File: src/rtl/iu_pkg.sv
// Shared types and helpers for the instruction fetch unit.
// Holds the run-state encoding and the word parity function.
package iu_pkg;

    typedef enum logic [1:0] {
        IU_IDLE = 2'd0,
        IU_RUN  = 2'd1,
        IU_HALT = 2'd2
    } iu_state_e;

    localparam int IU_PAR_W = 64;

    // Even parity: the stored bit makes the total count of ones even.
    function automatic logic iu_parity(input logic [IU_PAR_W-1:0] d);
        return ^d;
    endfunction

endpackage

File: src/rtl/iu_imem.sv
// Instruction memory: sync write, combinational read, not reset.
// With IU_PARITY_EN each word carries an even-parity bit checked on read.
module iu_imem
    import iu_pkg::*;
#(
    parameter int INSTR_W = 13,
    parameter int ADDR_W  = 5
) (
    input  logic               clk,
    input  logic               i_we,
    input  logic [ADDR_W-1:0]  i_waddr,
    input  logic [INSTR_W-1:0] i_wdata,
    input  logic [ADDR_W-1:0]  i_raddr,
    output logic [INSTR_W-1:0] o_rdata,
    output logic               o_par_bad
);

    localparam int DEPTH = 2 ** ADDR_W;

`ifdef IU_PARITY_EN
    logic [INSTR_W:0] r_mem [DEPTH];
    logic [INSTR_W:0] w_rword;

    always_ff @(posedge clk) begin
        if (i_we) begin
            r_mem[i_waddr] <= {iu_parity(IU_PAR_W'(i_wdata)), i_wdata};
        end
    end

    assign w_rword   = r_mem[i_raddr];
    assign o_rdata   = w_rword[INSTR_W-1:0];
    assign o_par_bad = w_rword[INSTR_W]
                     ^ iu_parity(IU_PAR_W'(w_rword[INSTR_W-1:0]));
`else
    logic [INSTR_W-1:0] r_mem [DEPTH];

    always_ff @(posedge clk) begin
        if (i_we) begin
            r_mem[i_waddr] <= i_wdata;
        end
    end

    assign o_rdata   = r_mem[i_raddr];
    assign o_par_bad = 1'b0;
`endif

endmodule

File: src/rtl/iu_fetch.sv
// Instruction fetch: run FSM, PC, IR with valid/ready, branch and halt.
// Define IU_PARITY_EN to enable per-word parity and sticky parity_err.
module iu_fetch
    import iu_pkg::*;
#(
    parameter int INSTR_W = 13,
    parameter int ADDR_W  = 5,
    parameter int WRAP    = 0
) (
    input  logic               clk,
    input  logic               reset,
    input  logic               write_enable,
    input  logic [ADDR_W-1:0]  write_address,
    input  logic [INSTR_W-1:0] write_data,
    input  logic               start,
    input  logic               branch_en,
    input  logic [ADDR_W-1:0]  branch_target,
    input  logic               ir_ready,
    output logic [INSTR_W-1:0] ir_out,
    output logic               ir_valid,
    output logic [ADDR_W-1:0]  ir_pc,
    output logic               running,
    output logic               halted,
    output logic               parity_err
);

    localparam logic [ADDR_W-1:0] LAST_PC = '1;

    iu_state_e          r_state;
    logic [ADDR_W-1:0]  r_pc;
    logic [INSTR_W-1:0] r_ir;
    logic [ADDR_W-1:0]  r_ir_pc;
    logic               r_valid;
    logic               r_perr;

    logic [INSTR_W-1:0] w_rdata;
    logic               w_par_bad;
    logic               w_run;
    logic               w_fetch;

    iu_imem #(
        .INSTR_W (INSTR_W),
        .ADDR_W  (ADDR_W)
    ) u_imem (
        .clk       (clk),
        .i_we      (write_enable),
        .i_waddr   (write_address),
        .i_wdata   (write_data),
        .i_raddr   (r_pc),
        .o_rdata   (w_rdata),
        .o_par_bad (w_par_bad)
    );

    assign w_run   = (r_state == IU_RUN);
    assign w_fetch = w_run && !branch_en && (!r_valid || ir_ready);

    always_ff @(posedge clk or posedge reset) begin
        if (reset) begin
            r_state <= IU_IDLE;
            r_pc    <= '0;
            r_ir    <= '0;
            r_ir_pc <= '0;
            r_valid <= 1'b0;
            r_perr  <= 1'b0;
        end else if (start) begin
            r_state <= IU_RUN;
            r_pc    <= '0;
            r_valid <= 1'b0;
            r_perr  <= 1'b0;
        end else if (w_run && branch_en) begin
            // The in-flight word is dropped even if decode accepts it.
            r_valid <= 1'b0;
            r_pc    <= branch_target;
        end else if (w_fetch) begin
            r_ir    <= w_rdata;
            r_ir_pc <= r_pc;
            r_valid <= 1'b1;
            r_pc    <= r_pc + 1'b1;
            if (w_par_bad) begin
                r_perr <= 1'b1;
            end
            if (r_pc == LAST_PC && WRAP == 0) begin
                r_state <= IU_HALT;
            end
        end else if (r_valid && ir_ready) begin
            r_valid <= 1'b0;
        end
    end

    assign ir_out     = r_ir;
    assign ir_valid   = r_valid;
    assign ir_pc      = r_ir_pc;
    assign running    = w_run;
    assign halted     = (r_state == IU_HALT);
    assign parity_err = r_perr;

endmodule
File: config.mk
export PLATFORM = sky130hd
export DESIGN_NAME = iu_fetch
export DESIGN_NICKNAME = d
export VERILOG_FILES = /design/src/rtl/iu_pkg.sv /design/src/rtl/iu_imem.sv /design/src/rtl/iu_fetch.sv
export SDC_FILE = /design/constraint.sdc
export NUM_CORES = 1
export LEC_CHECK = 0
export CORE_ASPECT_RATIO = 0.8
export CORE_UTILIZATION = 55
export CTS_CLUSTER_SIZE = 40
export DETAILED_ROUTE_END_ITERATION = 8
export HOLD_SLACK_MARGIN = 0.02
export PLACE_DENSITY = 0.87
export SETUP_SLACK_MARGIN = 0.4
export SYNTH_ARGS = -nofsm -noshare
export SYNTH_HDL_FRONTEND = slang
export SYNTH_SLANG_ARGS = --single-unit
File: constraint.sdc
create_clock -name clk -period 2.2 [get_ports clk]
set_clock_uncertainty 0.2 [all_clocks]
set_input_delay 0.22 -clock clk [delete_from_list [all_inputs] [get_ports clk]]
set_output_delay 0.22 -clock clk [all_outputs]
set_load 0.02 [all_outputs]
==> impl_metrics.json, run 1 <==
{
  "place_area_sq_um": 19600,
  "rows": 57,
  "cp-start-kind": "flip-flop",
  "multi_input_area_sq_um": 4470,
  "yosys_warnings": 0,
  "grt_usage_pct": 27.7,
  "synth_xor_area_share_pct": 0,
  "overflow": 0,
  "final_util_pct": 69.9,
  "drt_iter0_markers": 1141,
  "ys_ff_latch": 442,
  "core_sq_um": 30700,
  "syn_area_sq_um": 17400,
  "drc": 0,
  "crit_required_ps": 2420,
  "final_common_cell": "edfxtp_1",
  "cp-end-kind": "flip-flop",
  "grt_pass1_vias": 9985,
  "finalWorstSetupSlack_ps": -227,
  "cts_tree": "yes",
  "setup_viol": 14,
  "power_density_nw_per_um2": 841,
  "routedWlPerCell_um": 29.5,
  "finalPower_uw": 18100,
  "gp_congestion": 0.851,
  "ios": 51,
  "worstPathMaxFanout": 6,
  "clock-sinks": 442,
  "clkTransAtPathRegs_ps": 60,
  "via_per_inst": 6.44,
  "cts-root-buf": "clkbuf_16",
  "portBuffers": 49,
  "dieArea_sq_um": 32400,
  "vias": 9836,
  "syn_nets": 942,
  "p_sw_uw": 4190,
  "drv_slew": 0,
  "grt_pass1_wl_um": 64500,
  "p_leak_uw": 0.00699,
  "synth.distinct_cells": 41,
  "yosysTopAreaCell": "edfxtp_1",
  "peakVddDrop_v": 0.000604,
  "initial_core_util_pct": 56.7,
  "worstMarginPinSlew_ps": 537,
  "yosysTopAreaCellShare_pct": 71.7,
  "max_freq_ghz": 0.412,
  "fin_crit_sh_pct": 110,
  "worst-setup-path-type": "reg2reg",
  "cp.arrival_ps": 2640,
  "rsz0062_at_grt": "yes",
  "ys_seq_area_share_pct": 75.4,
  "synth_top_family_by_area": "multiplexers",
  "fin_setup_tns_ps": -2160,
  "drive_gt1_share_pct": 33.7,
  "drv_cap": 0,
  "syn-instance-count": 911,
  "synth-simple-area-share_pct": 4.76,
  "status": "complete, but fails checks",
  "p_seq_share_pct": 52.7,
  "routed_wl_um": 45100,
  "nets": 1120,
  "fill_cells": 1743,
  "final_hold_viol_count": 0,
  "synth_compound_area_share_pct": 3.79,
  "fin_crit_ps": 2430,
  "relSlewSlack_pct": 64.2,
  "area_growth_pct": 23.2,
  "hp-class": "reg2reg",
  "antenna_cells": 0,
  "clk_latency_ps": 540,
  "synth_mux_area_share_pct": 14.2,
  "failed_checks": "negative setup slack",
  "swShare_pct": 23.2,
  "pre_cts_ws_ps": -310,
  "htree_levels": 2,
  "avgSynthCellArea_sq_um": 19.1,
  "layout_common_cells": "edfxtp_1 (416), buf_4 (85), nor2_1 (72), mux4_2 (68), clkbuf_16 (41)",
  "synth.area.top_cells": "edfxtp_1 (72%), mux4_2 (6.6%), dfrtp_1 (3.7%), mux2_2 (2.9%), mux4_1 (2.7%)",
  "hpwlAfterDp_um": 25100,
  "die_h_um": 161,
  "max-clock-path-buffers": 3,
  "fp.dieW_um": 201,
  "cts_buffers": 41,
  "synth_fa_ha_area_share_pct": 0.144,
  "ant_nets": 0,
  "clkPwrFrac_pct": 36.4,
  "drt_pass1_iterations": 5,
  "grt_start_max_net_pins": 33,
  "regArea_sq_um": 13200,
  "final_area_sq_um": 21500,
  "combPwrFrac_pct": 10.9,
  "antenna_found_initial": 2,
  "power.internal_uw": 13900
}
layout make-up:
type / instances / area share [%]
Clock buffer: 56 / 5.13
Clock inverter: 13 / 0.402
Timing Repair Buffer: 187 / 9.96
Multi-Input combinational cell: 415 / 20.8
Tap cell: 413 / 2.41
Sequential cell: 442 / 61.3
Inverter: 2 / 0.0350
final timing paths:
check | start | to | slack [ps] | cells after the start
hold reg to reg | ir_pc[2] | ir_pc[2] | 280 | 2
hold / removal | ir_pc[2] | ir_pc[2] | 280 | 2
setup reg to reg | r_pc[0] | ir_out[11] | -230 | 6
min in group asynchronous | reset | ir_out[12] | 460 | 4
max in group asynchronous | reset | r_pc[1] | 1000 | 4
setup / recovery | r_pc[0] | ir_out[11] | -230 | 6
what timing repair did:
action | 4_1_cts | 5_1_grt
hold endpoints to repair | 26 | 0
resized for setup | 96 | 37
hold buffers | 1 | 0
cloned | 4 | 0
endpoints found under the setup margin | 43 | 27
buffers inserted | 5 | 13
pin swaps | 16 | 10
through the flow:
step,cells,hold WS (ps)
after floorplan,911,60.0
after global placement,1436,267
after detailed placement,1436,266
after CTS,1515,231
after global routing,1528,291
final,1528,278
synth_stat cells:
cell type / number
a22oi_1: 4
nor3_1: 22
conb_1: 1
buf_1: 4
nand2_1: 20
o22ai_1: 12
nor3b_1: 1
or3_1: 2
mux2i_1: 34
and3b_1: 1
dfrtp_1: 26
o2111ai_1: 1
nand3b_1: 5
edfxtp_1: 416
nor2b_4: 1
nor2_1: 84
and2_1: 1
o21ai_0: 4
buf_4: 9
buf_6: 5
nor4_2: 1
nand2b_1: 5
o21a_1: 2
mux4_2: 51
or3b_2: 2
nor4b_1: 1
mux4_1: 18
nand3_1: 2
a221oi_1: 22
a211oi_1: 34
a21oi_1: 7
a31oi_1: 2
o41a_1: 1
ha_1: 2
clkbuf_1: 16
mux2_2: 45
buf_2: 18
nor2b_1: 25
inv_1: 2
o21ai_1: 1
and3_1: 1
power groups by stage:
stage,combinational [uW],sequential [uW],clock (uW)
after floorplan,842,9690,0
after global placement,1630,9660,0
after detailed placement,1690,9670,0
after CTS,1840,9500,6570
after global routing,2050,9520,6930
final,1960,9510,6580
critical path, stage by stage, from the launching register on:
cell,delay (ps)
dfrtp_4,560
buf_12,160
buf_16,130
mux4_2,460
mux2_4,360
a221oi_4,350
nor3_2,80
state kept, by name, summed over array words and instances (netlist names):
signal and cells:
ir_out 13, r_state 2, r_pc 5, ir_valid 1, u_imem.r_mem 416, ir_pc 5
cells by family after synthesis:
family                   after synthesis
other                                  1
AND/OR/NAND/NOR                      174
buffers and inverters                 54
AO/OA/AOI/OAI                         90
adder cells (fa/ha/maj)                2
multiplexers                         148
flip-flops                           442
per-layer routing:
metal / track usage (%) / up-vias / wire length, um
li1: - / 4028 / -
met1: 36.7 / 5048 / 17100
met2: 43.7 / 659 / 21400
met3: 9.16 / 97 / 5190
met4: 8.74 / 4 / 1340
met5: 0 / - / 27
(Power assumes the default switching activity.)
==> run 2: changes to the inputs <==
--- a/config.mk
+++ b/config.mk
@@ -6,11 +6,12 @@
 export NUM_CORES = 1
 export LEC_CHECK = 0
 export CORE_ASPECT_RATIO = 0.8
-export CORE_UTILIZATION = 55
+export CORE_UTILIZATION = 45
 export CTS_CLUSTER_SIZE = 40
 export DETAILED_ROUTE_END_ITERATION = 8
-export HOLD_SLACK_MARGIN = 0.02
-export PLACE_DENSITY = 0.87
+export HOLD_SLACK_MARGIN = 0.08
+export PLACE_DENSITY = 0.76
+export RECOVER_POWER = 50
 export SETUP_SLACK_MARGIN = 0.4
 export SYNTH_ARGS = -nofsm -noshare
 export SYNTH_HDL_FRONTEND = slang
==> run 2 against run 1 <==
Effect of this change:
- design area is 1.0% higher
- die area is 22% higher
- fmax is 0.86% higher
- count of clock-buffer cells in the layout is 3 lower
- the run ends with max-capacitance violations, max-slew violations, negative setup slack left
- sequential power hardly changed
- wire length is 7.2% lower
- worst setup slack better by 21 ps
- via count is 2.8% lower
- core utilization is 13 points lower
==> impl_metrics.json, run 2 (synthesized netlist as in run 1, its figures left out) <==
{
  "worstPathMaxFanout": 10,
  "via_per_inst": 5.88,
  "portBuffers": 49,
  "antenna_cells": 0,
  "grt_pass1_vias": 9455,
  "largest_reg_flops": 416,
  "timing.rr.end": "ir_out[1]",
  "worst_path_max_delay_cell": "mux4_2",
  "critPathMaxStageDelay_ps": 520,
  "area_growth_pct": 24.5,
  "gp_congestion": 0.811,
  "max_freq_ghz": 0.416,
  "max-clock-path-buffers": 3,
  "finalPower_uw": 18800,
  "setup_viol": 13,
  "ios": 51,
  "cts-root-buf": "clkbuf_16",
  "crit_required_ps": 2420,
  "ant_nets": 0,
  "cpMostUsedCell": "buf_12",
  "hp-class": "in2reg",
  "status": "complete, but fails checks",
  "worstMarginPinSlew_ps": 1700,
  "fin_crit_ps": 2410,
  "grt_pass1_wl_um": 61300,
  "nets": 1130,
  "dieArea_sq_um": 39500,
  "core_sq_um": 38200,
  "r2r-start": "r_pc[0]",
  "die_h_um": 178,
  "clock-sinks": 442,
  "routed_wl_um": 41800,
  "rrSetupSlack_ps": -210,
  "initial_core_util_pct": 45.6,
  "cp.arrival_ps": 2620,
  "final_common_cell": "edfxtp_1",
  "cts_buffers": 41,
  "routedWlPerCell_um": 25.7,
  "antenna_found_initial": 0,
  "cp-start-kind": "flip-flop",
  "hold_path.startpoint": "branch_target[2]",
  "cts_tree": "yes",
  "drive_gt1_share_pct": 33.7,
  "peakVddDrop_v": 0.000471,
  "cp-end-kind": "flip-flop",
  "drv_cap": 7,
  "final_hold_viol_count": 0,
  "vias": 9561,
  "drt_pass1_iterations": 5,
  "gr-usage-met3_pct": 7.56,
  "drc": 0,
  "hpwlAfterDp_um": 24900,
  "reg2regPathDepth": 7,
  "path_cells": "buf_12 > buf_12 > buf_12 > mux4_2 > mux2_4 > a211oi_4 > nor3_2",
  "fin_setup_tns_ps": -1790,
  "fin_crit_sh_pct": 109,
  "whs_path_depth": 4,
  "rows": 64,
  "use_met2_pct": 32.7,
  "p_leak_uw": 0.00707,
  "final_util_pct": 56.8,
  "clkTransAtPathRegs_ps": 60,
  "grt_most_used_layer": "met2",
  "grt_usage_pct": 21.5,
  "power_density_nw_per_um2": 867,
  "fp.dieW_um": 222,
  "worst-setup-path-type": "reg2reg",
  "drv_slew": 231,
  "worst_hold_path.endpoint": "r_pc[2]",
  "grt_start_max_net_pins": 38,
  "drt_iter0_markers": 1103,
  "relSlewSlack_pct": -13.2,
  "overflow": 0,
  "failed_checks": "max-capacitance violations, max-slew violations, negative setup slack",
  "layout_common_cells": "edfxtp_1 (416), buf_4 (84), nor2_1 (70), mux4_2 (65), clkbuf_16 (43)",
  "grt_use_met1_pct": 30.1,
  "clk_latency_ps": 550,
  "finalWorstSetupSlack_ps": -206,
  "rsz0062_at_grt": "yes",
  "top_register": "u_imem.r_mem",
  "htree_levels": 2
}
[run 2: cell count changes in the layout (fill, tap and decap cells not counted), sizes merged]
cell,delta
dlygate4sd3,+14
clkinv,+2
clkdlybuf4s15,+3
bufbuf,+1
buf,-8
bufinv,+6
clkinvlp,+2
clkbuf,+12
clkdlybuf4s50,-14
dlygate4sd2,-1
[run 2: worst max-delay path by stage]
| stage | slack [ps] | from | to | cells past startpoint |
|---|---|---|---|---|
| after detailed placement | -390 | r_pc[0] | ir_out[11] | 6 |
| after global routing | -220 | r_pc[0] | ir_out[6] | 6 |
| final | -210 | r_pc[0] | ir_out[1] | 7 |
| after CTS | -170 | r_pc[0] | ir_out[1] | 7 |
| after global placement | -400 | r_pc[0] | ir_out[11] | 6 |
| after floorplan | 130 | r_pc[0] | ir_out[12] | 6 |
[run 2: power breakdown]
part / total [uW] / switching [uW] / internal [uW]
registers: 9510 / 135 / 9380
logic: 1880 / 1030 / 853
clock network: 7400 / 3000 / 4410
total: 18800 / 4160 / 14600
[run 2: routing by layer]
layer,up-vias,routed length (um)
met5,-,0
met4,0,554
met3,49,5130
met2,503,18900
met1,4939,17200
li1,4070,-
[run 2: stage by stage]
step / setup slack (ps) / hold slack, ps / instance area (sq um) / std cells
3_5_place_dp: -393 / 266 / 19800 / 1534
2_1_floorplan: 130 / 60.0 / 17500 / 911
6_report: -206 / 243 / 21700 / 1627
3_3_place_gp: -399 / 261 / 19800 / 1534
4_1_cts: -168 / 220 / 21600 / 1622
5_1_grt: -220 / 256 / 21700 / 1627
[run 2: what timing repair did]
action                     in CTS  in global routing
hold endpoints to repair       26                  0
buffers inserted                9                  5
pin swaps                      11                  8
resized for setup              86                 35
setup endpoints to repair      41                 24
hold buffers                    1                  0
gates cloned                    2                  0
[run 2: layout make-up]
type	instances	area [sq um]
Tap cell	495	619
Fill cell	2732	16500
Sequential cell	442	13200
Inverter	2	7.51
Clock buffer	53	1110
Clock inverter	23	290
Multi-Input combinational cell	415	4420
Timing Repair Buffer	197	2090
[run 2: worst max-delay path, delay by kind of cell, from the launching register on]
kind | cells | cell delay, ps
muxes | 2 | 820
buffers and inverters | 3 | 450
and+or+nand+nor | 1 | 70
AOI/OAI and AO/OA | 1 | 270
DFF | 1 | 440
